`config.mk`:
```
export PLATFORM = sky130hd
export DESIGN_NAME = store_buffer
export DESIGN_NICKNAME = d
export VERILOG_FILES = /design/src/rtl/store_pkg.sv /design/src/rtl/sb_fifo.sv /design/src/rtl/store_buffer.sv
export SDC_FILE = /design/constraint.sdc
export NUM_CORES = 1
export LEC_CHECK = 0
export CAP_MARGIN = 20
export CELL_PAD_IN_SITES_DETAIL_PLACEMENT = 0
export CELL_PAD_IN_SITES_GLOBAL_PLACEMENT = 1
export CORE_MARGIN = 4
export CORE_UTILIZATION = 46
export DETAILED_ROUTE_END_ITERATION = 10
export PLACE_DENSITY = 0.86
export SLEW_MARGIN = 5
export SYNTH_ARGS = -nofsm -noshare
export SYNTH_HDL_FRONTEND = slang
export SYNTH_SLANG_ARGS = --single-unit
export TNS_END_PERCENT = 10
```
`constraint.sdc`:
```
create_clock -name clk -period 3.8 [get_ports clk]
set_input_delay 0.76 -clock clk [delete_from_list [all_inputs] [get_ports clk]]
set_output_delay 0.76 -clock clk [all_outputs]
set_load 0.1 [all_outputs]
```
`src/rtl/store_pkg.sv`:
```
// rtl/store_pkg.sv - shared types, funct3 codes and store formatting for the store buffer
package store_pkg;

   localparam int SB_AW = 32;

   localparam logic [2:0] F3_SB = 3'b000;
   localparam logic [2:0] F3_SH = 3'b001;
   localparam logic [2:0] F3_SW = 3'b010;

   localparam logic [SB_AW-1:0] WORD_MASK = {{(SB_AW-2){1'b1}}, 2'b00};

   typedef struct packed {
      logic [SB_AW-1:0] addr;
      logic [31:0]      wdata;
      logic [3:0]       be;
   } sb_entry_t;

   typedef struct packed {
      sb_entry_t ent;
      logic      misaligned;
   } fmt_result_t;

   // Data is replicated across all lanes so memory only has to honour be.
   function automatic fmt_result_t fmt_store(input logic [2:0]       funct3,
                                             input logic [SB_AW-1:0] addr,
                                             input logic [31:0]      data);
      fmt_result_t r;
      r.ent.addr   = addr & WORD_MASK;
      r.ent.wdata  = data;
      r.ent.be     = 4'b0000;
      r.misaligned = 1'b0;
      case (funct3)
         F3_SB: begin
            r.ent.be    = 4'b0001 << addr[1:0];
            r.ent.wdata = {4{data[7:0]}};
         end
         F3_SH: begin
            r.ent.be     = addr[1] ? 4'b1100 : 4'b0011;
            r.ent.wdata  = {2{data[15:0]}};
            r.misaligned = addr[0];
         end
         F3_SW: begin
            r.ent.be     = 4'b1111;
            r.misaligned = (addr[1:0] != 2'b00);
         end
         default: r.misaligned = 1'b1;
      endcase
      return r;
   endfunction

endpackage

```
`src/rtl/sb_fifo.sv`:
```
// rtl/sb_fifo.sv - entry storage with per-entry valid bits exposed for hazard lookup
module sb_fifo
   import store_pkg::*;
#(
   parameter int DEPTH = 4
) (
   input  logic                     clk,
   input  logic                     rst_n,
   input  logic                     push,
   input  sb_entry_t                push_entry,
   input  logic                     pop,
   output sb_entry_t                head,
   output sb_entry_t                entries [DEPTH],
   output logic [DEPTH-1:0]         entry_valid,
   output logic                     full,
   output logic                     empty,
   output logic [$clog2(DEPTH):0]   count
);

   localparam int PW = $clog2(DEPTH);
   localparam logic [PW:0] FULL_CNT = (PW+1)'(DEPTH);

   sb_entry_t        mem [DEPTH];
   logic [PW-1:0]    wr_ptr;
   logic [PW-1:0]    rd_ptr;
   logic             do_push;
   logic             do_pop;

   assign full    = (count == FULL_CNT);
   assign empty   = (count == '0);
   assign do_push = push && !full;
   assign do_pop  = pop && !empty;
   assign head    = mem[rd_ptr];
   assign entries = mem;

   always_ff @(posedge clk or negedge rst_n) begin
      if (!rst_n) begin
         wr_ptr      <= '0;
         rd_ptr      <= '0;
         count       <= '0;
         entry_valid <= '0;
      end else begin
         if (do_pop) begin
            rd_ptr              <= rd_ptr + 1'b1;
            entry_valid[rd_ptr] <= 1'b0;
         end
         if (do_push) begin
            wr_ptr              <= wr_ptr + 1'b1;
            entry_valid[wr_ptr] <= 1'b1;
         end
         case ({do_push, do_pop})
            2'b10:   count <= count + 1'b1;
            2'b01:   count <= count - 1'b1;
            default: count <= count;
         endcase
      end
   end

   // Payload needs no reset: it is only observed through valid bits and count.
   always_ff @(posedge clk) begin
      if (do_push) mem[wr_ptr] <= push_entry;
   end

endmodule

```
`src/rtl/store_buffer.sv`:
```
// rtl/store_buffer.sv - posted-store buffer: formats stores, queues them, flags load hazards
module store_buffer
   import store_pkg::*;
#(
   parameter int DEPTH = 4,
   parameter int AW    = 32
) (
   input  logic                     clk,
   input  logic                     rst_n,
   input  logic                     st_valid,
   output logic                     st_ready,
   input  logic [AW-1:0]            st_addr,
   input  logic [31:0]              st_data,
   input  logic [2:0]               st_funct3,
   input  logic                     ld_chk_valid,
   input  logic [AW-1:0]            ld_chk_addr,
   output logic                     ld_hazard,
   output logic                     mem_valid,
   input  logic                     mem_ready,
   output logic [AW-1:0]            mem_addr,
   output logic [31:0]              mem_wdata,
   output logic [3:0]               mem_be,
   output logic                     misalign_err,
   output logic                     empty,
   output logic [$clog2(DEPTH):0]   count
);

   logic [SB_AW-1:0] st_addr_ext;
   logic [SB_AW-1:0] ld_addr_ext;
   fmt_result_t      fmt;
   sb_entry_t        head;
   sb_entry_t        entries [DEPTH];
   logic [DEPTH-1:0] entry_valid;
   logic             full;
   logic             fifo_empty;
   logic             accept;
   logic             push;
   logic             pop;
   logic             hit;

   assign st_addr_ext = SB_AW'(st_addr);
   assign ld_addr_ext = SB_AW'(ld_chk_addr);
   assign fmt         = fmt_store(st_funct3, st_addr_ext, st_data);

   // Full always stalls, even when the head pops this cycle.
   assign st_ready = !full;
   assign accept   = st_valid && st_ready;
   assign push     = accept && !fmt.misaligned;
   assign pop      = !fifo_empty && mem_ready;

   sb_fifo #(.DEPTH(DEPTH)) u_fifo (
      .clk         (clk),
      .rst_n       (rst_n),
      .push        (push),
      .push_entry  (fmt.ent),
      .pop         (pop),
      .head        (head),
      .entries     (entries),
      .entry_valid (entry_valid),
      .full        (full),
      .empty       (fifo_empty),
      .count       (count)
   );

   assign empty     = fifo_empty;
   assign mem_valid = !fifo_empty;
   assign mem_addr  = AW'(head.addr);
   assign mem_wdata = head.wdata;
   assign mem_be    = head.be;

   always_ff @(posedge clk or negedge rst_n) begin
      if (!rst_n) misalign_err <= 1'b0;
      else        misalign_err <= accept && fmt.misaligned;
   end

   // Word-granular match; a popping entry is still valid until the edge.
   always_comb begin
      hit = 1'b0;
      for (int i = 0; i < DEPTH; i++) begin
         if (entry_valid[i] && (((entries[i].addr ^ ld_addr_ext) & WORD_MASK) == '0))
            hit = 1'b1;
      end
      ld_hazard = ld_chk_valid && hit;
   end

endmodule

```
## After elaboration in Yosys (flattened, before gate mapping)

Index checks and enable logic that the tools add are counted.

- Bits in registers: 284
- Bits of input ports: 104
- Logic and storage cells: 89

- Reductions and logical operators: 25
- Shifts and indexed selects: 1
- Multiplexer cells: 21
- Equality and inequality tests: 5
- $lt $le $gt $ge: 7
- Add/subtract/negate cells: 4
- Bitwise logic cells: 9

Operator list:

| operator | count |
|---|---|
| $bwmux 272 | 1 |
| $mux 68 | 3 |
| $bmux 68 s2 | 1 |
| $demux 68 s2 | 1 |
| $logic_not 32->1 | 4 |
| $xor 32x32->32 | 4 |
| $pmux 32 s2 | 1 |
| $logic_and 1x1->1 | 14 |
| $mux 4 | 3 |
| $pmux 4 s3 | 1 |
| $ge 3x3->1 const B | 2 |
| $logic_not 3->1 | 2 |
| $lt 2x3->1 const B | 2 |
| $mux 1 | 6 |
| $not 2->3 | 2 |
| $pmux 3 s2 | 1 |
| $add 2x1->2 const B | 2 |
| $and 4x4->4 | 1 |
| $demux 1 s2 | 2 |
| $ge 2x1->1 const B | 2 |
| $not 4->4 | 1 |
| $or 4x4->4 | 1 |
| $reduce_bool 2->1 | 2 |
| $shl 1x2->4 const A | 1 |
| other kinds (10) | 12 |

## Logic depth before layout (Yosys ltp)

Gate-level depths: netlist of the first run.

- Depth in word-level cells: 9
- Depth in mapped cells: 13
- Depth with buffers taken out: 11

## Hierarchy

Synthesis of the first run repeated with hierarchy kept, for this count alone.

- Cell total of the unflattened synthesis: 653
- Area, all modules: 12,370.6 um^2

By module, submodules not included:

| module | cells an instance | area each (um^2) | seq. area each (um^2) | instances |
|---|---|---|---|---|
| sb_fifo | 414 | 10,455.0 | 8,443.1 | 1 |
| store_buffer | 239 | 1,915.6 | 25.0 | 1 |

## Worst setup path after synthesis of the first run

OpenSTA, ideal clock, no wires.

- Path type: reg-to-reg
- From: register u_fifo.count[1]
- To: register u_fifo.mem (netlist bit u_fifo.entries[0]) (enable)
- Stages on the path, launching flop included: 7
- Arrival time: 4.067 ns
- Path buffers: 1
- Slack: -0.698 ns
- Setup time: 0.431 ns
- Required time: 3.369 ns
- Path through: dfrtp_1 > inv_1 > nand3_1 > nand2_1 > nor3_2 > buf_4 > and2_1

- Word-level cells in the longest chain between the ends: 5

Ends and longest elaborated chain:

| what | RTL line | RTL |
|---|---|---|
| start, declared | sb_fifo.sv:17 | `output logic [$clog2(DEPTH):0] count` |
| start signal, assigned | sb_fifo.sv:52 | `2'b10: count <= count + 1'b1;` |
| start signal, assigned | sb_fifo.sv:53 | `2'b01: count <= count - 1'b1;` |
| start signal, assigned | sb_fifo.sv:54 | `default: count <= count;` |
| $eq 3x3->1 (*) | sb_fifo.sv:29 | `assign full = (count == FULL_CNT);` |
| $logic_not 1->1 (*) | store_buffer.sv:46 | `assign st_ready = !full;` |
| net st_ready | store_buffer.sv:11 | `output logic st_ready,` |
| $logic_and 1x1->1 | store_buffer.sv:47 | `assign accept = st_valid && st_ready;` |
| $logic_and 1x1->1 | store_buffer.sv:48 | `assign push = accept && !fmt.misaligned;` |
| $logic_and 1x1->1 (*) | sb_fifo.sv:31 | `assign do_push = push && !full;` |
| end signal, assigned by index | sb_fifo.sv:61 | `if (do_push) mem[wr_ptr] <= push_entry;` |
| end, declared | sb_fifo.sv:23 | `sb_entry_t mem [DEPTH];` |

The timed path passes the listed nets; every way through them passes the cells marked *.
A chain may end at the register's enable or synchronous reset.

## Worst setup path in the final report of the first run

- From: input ld_chk_addr[26]
- To: output ld_hazard

- Word-level cells in the longest chain between the ends: 8

Ends and longest elaborated chain:

| what | RTL line | RTL |
|---|---|---|
| start, declared | store_buffer.sv:16 | `input logic [AW-1:0] ld_chk_addr,` |
| $xor 32x32->32 | store_buffer.sv:80 | `if (entry_valid[i] && (((entries[i].addr ^ ld_addr_ext) & WORD_MASK) == '0))` |
| $logic_not 32->1 | store_buffer.sv:80 |  |
| $logic_and 1x1->1 | store_buffer.sv:80 |  |
| $mux 1 (3 in a row) | store_buffer.sv:80 |  |
| $mux 1 (*) | store_buffer.sv:80 |  |
| $logic_and 1x1->1 (*) | store_buffer.sv:83 | `ld_hazard = ld_chk_valid && hit;` |
| end, declared | store_buffer.sv:17 | `output logic ld_hazard,` |

Mark *: on every way between the ends. The rest lies on a longest branch, timed or not.

==> results of run 1 <==
[registers in the layout (all words and copies together), names as in the netlist]
signal / count
u_fifo.rd_ptr: 2
u_fifo.entry_valid: 4
u_fifo.entries: 264
misalign_err: 1
u_fifo.count: 3
u_fifo.wr_ptr: 2
[worst max-delay path, delay by kind of cell]
kind,cells,cell delay (ns)
and+or+nand+nor,3,0.69
buffers and inverters,2,0.84
AOI/OAI and AO/OA,1,0.34
xor gates and xnor gates,1,0.18
[path summary, 6_finish.rpt]
path,endpoint,slack [ns],cells past startpoint
max,ld_hazard,0.22,7
min,u_fifo.count[0]$_DFFE_PN0P_,0.52,1
max reg2reg,u_fifo.count[2]$_DFFE_PN0P_,1.64,12
min reg2reg,u_fifo.count[0]$_DFFE_PN0P_,0.52,1
max in group asynchronous,u_fifo.rd_ptr[0]$_DFFE_PN0N_,2.80,1
min in group asynchronous,misalign_err$_DFF_PN0_,0.59,1
[kinds of logic after synthesis]
| group | count (synthesis) | share of synthesized area (%) |
|---|---|---|
| other | 1 | 0.0307 |
| AO/OA/AOI/OAI | 22 | 1.17 |
| multiplexers | 92 | 14.5 |
| flip-flops | 276 | 67.5 |
| XOR/XNOR | 125 | 9.28 |
| AND/OR/NAND/NOR | 72 | 3.51 |
| adder cells (fa/ha/maj) | 10 | 1.09 |
| buffers and inverters | 54 | 2.95 |
[layout by cell type (no fill, tap or decap), types with 2 or more instances in the layout]
cell / instances
edfxtp_1: 264
clkdlybuf4s50_1: 107
xnor2_1: 74
buf_4: 74
mux4_2: 66
xor2_1: 46
clkbuf_16: 29
nand4_1: 24
nor2_1: 15
nor4_1: 14
mux2_1: 13
a21oi_1: 12
buf_12: 11
inv_1: 10
dfrtp_1: 10
mux2i_1: 9
ha_1: 9
bufinv_16: 8
nand2_1: 6
clkbuf_1: 6
xnor2_2: 5
clkinv_1: 5
and2_4: 4
a22o_1: 4
mux2_2: 4
clkinv_2: 3
o21ai_0: 2
nor4_2: 2
conb_1: 2
[report_power, final]
group	internal (uW)	switching [uW]
clock network	1930	1090
registers	3580	192
logic	1510	4120
total	7020	5400
[area by class of cell]
class | count | area, sq um | share of cell area (%)
Clock inverter | 17 | 282 | 1.85
Multi-Input combinational cell | 323 | 3620 | 23.8
Clock buffer | 35 | 748 | 4.92
Antenna cell | 1 | 2.50 | 0.0165
Timing Repair Buffer | 192 | 1850 | 12.2
Sequential cell | 276 | 8230 | 54.2
Inverter | 12 | 47.5 | 0.313
Tap cell | 335 | 419 | 2.76
[metal layers]
layer	part of all wire [%]	track usage, %	vias to the layer above
li1	-	-	2913
met1	40	25.9	3315
met2	50	32.0	259
met3	8.6	4.21	36
met4	1.8	4.03	4
met5	0.097	0	-
[through the flow]
step                      total power [uW]  setup WS [ns]  instance area [sq um]  util [%]  cells
final                                12400          0.221                  15200      58.3   1191
after global routing                 12900          0.143                  15200      58.3   1190
after CTS                            12600          0.255                  15200      58.3   1190
after detailed placement              9520          0.264                  14200      54.4   1138
after global placement                9500          0.279                  14200      54.4   1138
after floorplan                       8350         -0.698                  12200         -    653
==> summary.txt, run 1 <==
Synthesis
  – Netlist Area Pre-Place: approximately 12000 sq um
  – Seq/Total Area, Yosys: between 60% and 70%
  – Cell with the most instances after synthesis: edfxtp_1
  – Main area contributors after synthesis: edfxtp_1 65%, mux4_2 12%, xnor2_1 5.3%
  – Asr flop ratio synth: 4.35%
  – Post-synth top area share: between 60% and 70%
  – Post-synthesis sequential element count: between 200 and 300
  – Post-synth EDFFs: 264
  – Ys Warns: 0
  – Leading area contributor after synthesis: edfxtp_1
  – Synth cell types: 40
  – Syn Inst Count: around 650
  – Syn Area/Cell: roughly 19 sq um
  – Most used flip-flop cell after synthesis: edfxtp_1
  – Synth cell count leaders: 264 x edfxtp_1, 74 x xnor2_1, 66 x mux4_2

Cells and area
  – Area grow syn2layout: 24.6%
  – Share of layout cells above drive strength 1: between 20% and 30%
  – Fill count: about 1900
  – Final nets: 948

STA
  – Least-Margin Pin Slew: 0.978 ns
  – Fraction of the cycle the final worst path needs: a little over nine tenths
  – Slew margin rel.: 34.6%
  – Setup violations, final: 0
  – Final Hold Vio Count: 0
  – Fin. max-slew vios: 0
  – Post-Route Setup TNS: 0 ns
  – Min Hold Slack: 0.522 ns
  – Clk_skew: ~0.0065 ns
  – Max Clk Rate: about 280 MHz
  – Period minus WS final: about 3.6 ns
  – RSZ-0062 raised after global routing: false

Critical path
  – Critical path required time: 3.04 ns
  – WS Path Type: input pin to primary output
  – Cell mode on critical path: nand4_1
  – Slowest cell on the critical path: clkdlybuf4s50_1
  – Worst-path maximum fanout: 4
  – Crit Reg-Reg Startpoint: u_fifo.count[1]$_DFFE_PN0P_
  – Critical path arrival: around 2.8 ns
  – Worst setup SP type: input pin
  – Crit path launch: ld_chk_addr[26]
  – Crit path cell chain: clkdlybuf4s50_1, xnor2_1, nand4_1, nor4_2, nand4_1, a41oi_2, buf_12
  – Crit. End Element: primary output
  – Largest stage delay, worst path: between 0.6 and 0.7 ns

Clock network
  – Clock latency on the worst-skew pair: 0.53 ns
  – Setup bufs post-CTS: 0
  – Hold-fix buffers at CTS: 0
  – Clk root buf: clkbuf_16
  – CTS Buf Count: 29
  – Total clock sinks: about 280
  – CTS tree: built
  – H-Tree Level Count: 1
  – Post-CTS sizing: 0
  – CTS clk-pin slew, worst paths: 0.06 ns
  – CTS Buffer Depth: 3

Global route
  – Antenna violations before repair: 2
  – Gr ovfl total: 0
  – Total GRT Usage: between 10% and 20%
  – First-pass GRT wire length: between 40 and 50 mm
  – Vias in the first global route: ~6800
  – Largest net degree at the start of global routing: 70

Placed design
  – DP Wirelength: ~19 mm
  – # port buffers: 175
  – Routability Congestion: 0.879

Min path
  – Hold_sp: u_fifo.count[0]$_DFFE_PN0P_
  – HP Class: register to register

Outcome
  – Outcome: completed

Floorplan
  – Core Box Area: 26100 sq um
  – I/O pin cnt: 180
  – Initial Util: a little under half
  – Die height: around 170 um
  – Standard-cell rows: between 50 and 60
  – Die area: roughly 30000 sq um
  – Die Width: 171 um

Run
  – Max-cap violations: 0

Route
  – Post-DR vias/cell: 5.48
  – Routed length per instance: ~23 um
  – Vias post-DR: approximately 6500
  – Routed Wire Length: about 28 mm
  – Post-route ant nets: 0
  – Pre-Repair DR Iteration Count: 5
  – DRT iter0 DRCs: between 500 and 600
  – Drt drc: 0

Pwr
  – Peak VDD IR: 0.755 mV
  – Leak: approximately 0.005 uW
  – Pwr per Cell Area: between 800 and 900 nW/um^2
No activity file was read; power rests on OpenSTA's default activity.
==> run 2, diff against run 1 <==
--- a/config.mk
+++ b/config.mk
@@ -8,6 +8,7 @@
 export CAP_MARGIN = 20
 export CELL_PAD_IN_SITES_DETAIL_PLACEMENT = 0
 export CELL_PAD_IN_SITES_GLOBAL_PLACEMENT = 1
+export CORE_ASPECT_RATIO = 1.4
 export CORE_MARGIN = 4
 export CORE_UTILIZATION = 46
 export DETAILED_ROUTE_END_ITERATION = 10
==> summary.txt, run 2 (synthesis results as in run 1) <==
Floorplan
  – Initial Util: 46.7%
  – Die area: just under 30000 sq um
  – I/O pin cnt: 180
  – Die height: 201 um
  – Standard-cell rows: 70
  – Die Width: approximately 150 um
  – Core Box Area: 26100 sq um

Clock network
  – CTS tree: built
  – H-Tree Level Count: 1
  – CTS Buffer Depth: 3
  – Total clock sinks: ~280
  – Setup bufs post-CTS: 0
  – CTS Buf Count: 27
  – CTS clk-pin slew, worst paths: roughly 0.060 ns
  – Clock latency on the worst-skew pair: ~0.52 ns
  – Clk root buf: clkbuf_16
  – Hold-fix buffers at CTS: 0
  – Post-CTS sizing: 0

Global route
  – Antenna violations before repair: 3
  – Vias in the first global route: between 6000 and 7000
  – Largest net degree at the start of global routing: 40
  – First-pass GRT wire length: around 42 mm
  – Gr ovfl total: 0
  – Total GRT Usage: between 10% and 20%

Placed design
  – # port buffers: 175
  – Pre-CTS WS: around 0.25 ns
  – DP Wirelength: between 15 and 20 mm
  – Routability Congestion: about 0.91

Cells and area
  – Fill count: 2035
  – Area grow syn2layout: 22.9%
  – Share of layout cells above drive strength 1: 24.9%
  – Max reg flops: about 260
  – Layout Utilization: between 50% and 60%
  – Final nets: about 950
  – Most common cell after layout, fill and taps aside: edfxtp_1
  – Most frequent cells in the layout: 264 x edfxtp_1, 107 x clkdlybuf4s50_1, 80 x buf_4
  – Multi-input logic area: between 3000 and 4000 sq um
  – N_diodes: 0
  – Storage cell area: 8230 sq um

STA
  – PnR worst setup slack: between 0.2 and 0.25 ns
  – Fin. max-slew vios: 0
  – Max Clk Rate: 280 MHz
  – Final Hold Vio Count: 0
  – Period minus WS final: ~3.6 ns
  – Clk_skew: 0.00567 ns
  – Fraction of the cycle the final worst path needs: between 90% and 100%
  – Slew margin rel.: approximately a third
  – Setup violations, final: 0
  – RSZ-0062 raised after global routing: false
  – Least-Margin Pin Slew: about 1 ns

Critical path
  – Worst-path maximum fanout: 4
  – Setup crit end: ld_hazard
  – R2R Setup Slk: around 1.7 ns
  – Critical path arrival: around 2.8 ns
  – Worst setup SP type: input pin
  – Crit path cell chain: clkdlybuf4s50_1, xnor2_1, nand4_1, nor4_1, nand4_1, a41oi_2, buf_12
  – Crit. End Element: primary output
  – Slowest cell on the critical path: clkdlybuf4s50_1
  – Crit Reg-Reg Startpoint: u_fifo.count[0]$_DFFE_PN0P_
  – WS Path Type: input pin to primary output
  – R2R depth: 8
  – Critical R2R Capture: u_fifo.count[2]$_DFFE_PN0P_
  – Largest stage delay, worst path: 0.54 ns
  – Crit path launch: ld_chk_addr[18]
  – Critical path required time: between 3 and 4 ns
  – Cell mode on critical path: nand4_1

Route
  – Drt drc: 0
  – Post-route ant nets: 0
  – Routed length per instance: around 23 um
  – DRT iter0 DRCs: 330
  – Post-DR vias/cell: ~5.4
  – Pre-Repair DR Iteration Count: 4
  – Vias post-DR: approximately 6400
  – Routed Wire Length: 27.4 mm

Pwr
  – Leak: between 0.005 and 0.006 uW
  – Pwr per Cell Area: around 790 nW/um^2
  – Peak VDD IR: roughly 0.65 mV

Min path
  – HP Class: register to register
  – Hold Path Stages: 1

Outcome
  – Outcome: completed

Run
  – Max-cap violations: 0
## run 2: changes by cell type in the layout (fill, tap and decap cells not counted), moves of 2 or more
| cell | delta |
|---|---|
| and2_4 | -3 |
| buf_4 | +6 |
| and2_2 | +3 |
| bufinv_16 | -6 |
| clkinv_1 | +4 |
| clkbuf_16 | -2 |
## run 2: per-layer routing
metal	vias to the layer above	track usage, %	part of all wire, %
met1	3171	21.9	36
met4	6	6.96	4.1
met3	65	4.97	7.5
met5	-	0	0.17
met2	241	33.1	52
li1	2920	-	-
## run 2: worst min path at each step
stage	slack (ns)	to	from
after floorplan	0.46	misalign_err$_DFF_PN0_	rst_n
after CTS	0.53	u_fifo.count[2]$_DFFE_PN0P_	u_fifo.count[2]$_DFFE_PN0P_
after detailed placement	0.51	u_fifo.count[2]$_DFFE_PN0P_	u_fifo.count[2]$_DFFE_PN0P_
final	0.52	u_fifo.count[2]$_DFFE_PN0P_	u_fifo.count[2]$_DFFE_PN0P_
after global placement	0.51	u_fifo.count[2]$_DFFE_PN0P_	u_fifo.count[2]$_DFFE_PN0P_
after global routing	0.56	u_fifo.entry_valid[3]$_DFF_PN0_	u_fifo.entry_valid[3]$_DFF_PN0_
## run 2: power by group
part / total (uW) / switching, uW / internal, uW
Sequential: 3800 / 224 / 3580
Clock: 2460 / 1030 / 1430
Combinational: 5550 / 4060 / 1490
Total: 11800 / 5310 / 6490
## run 2: final cells by class
type	instances	area share [%]
Clock buffer	32	4.63
Clock inverter	15	0.801
Inverter	12	0.317
Multi-Input combinational cell	323	24.1
Sequential cell	276	54.9
Tap cell	324	2.70
Timing Repair Buffer	197	12.5
## run 2: critical path, delay by kind of cell
family,cells,cell delay [ns]
buffers and inverters,2,0.75
and+or+nand+nor,3,0.68
AOI/OAI and AO/OA,1,0.30
xor gates and xnor gates,1,0.32
## run 2: through the flow
stage          cell area, sq um  power [uW]  instances  hold slack, ns  setup TNS [ns]
2_1_floorplan             12200        8350        653           0.464         -138.12
3_3_place_gp              14200        9450       1132           0.512               0
3_5_place_dp              14200        9470       1132           0.514               0
4_1_cts                   15000       12000       1179           0.529               0
5_1_grt                   15000       12200       1179           0.558               0
6_report                  15000       11800       1179           0.522               0
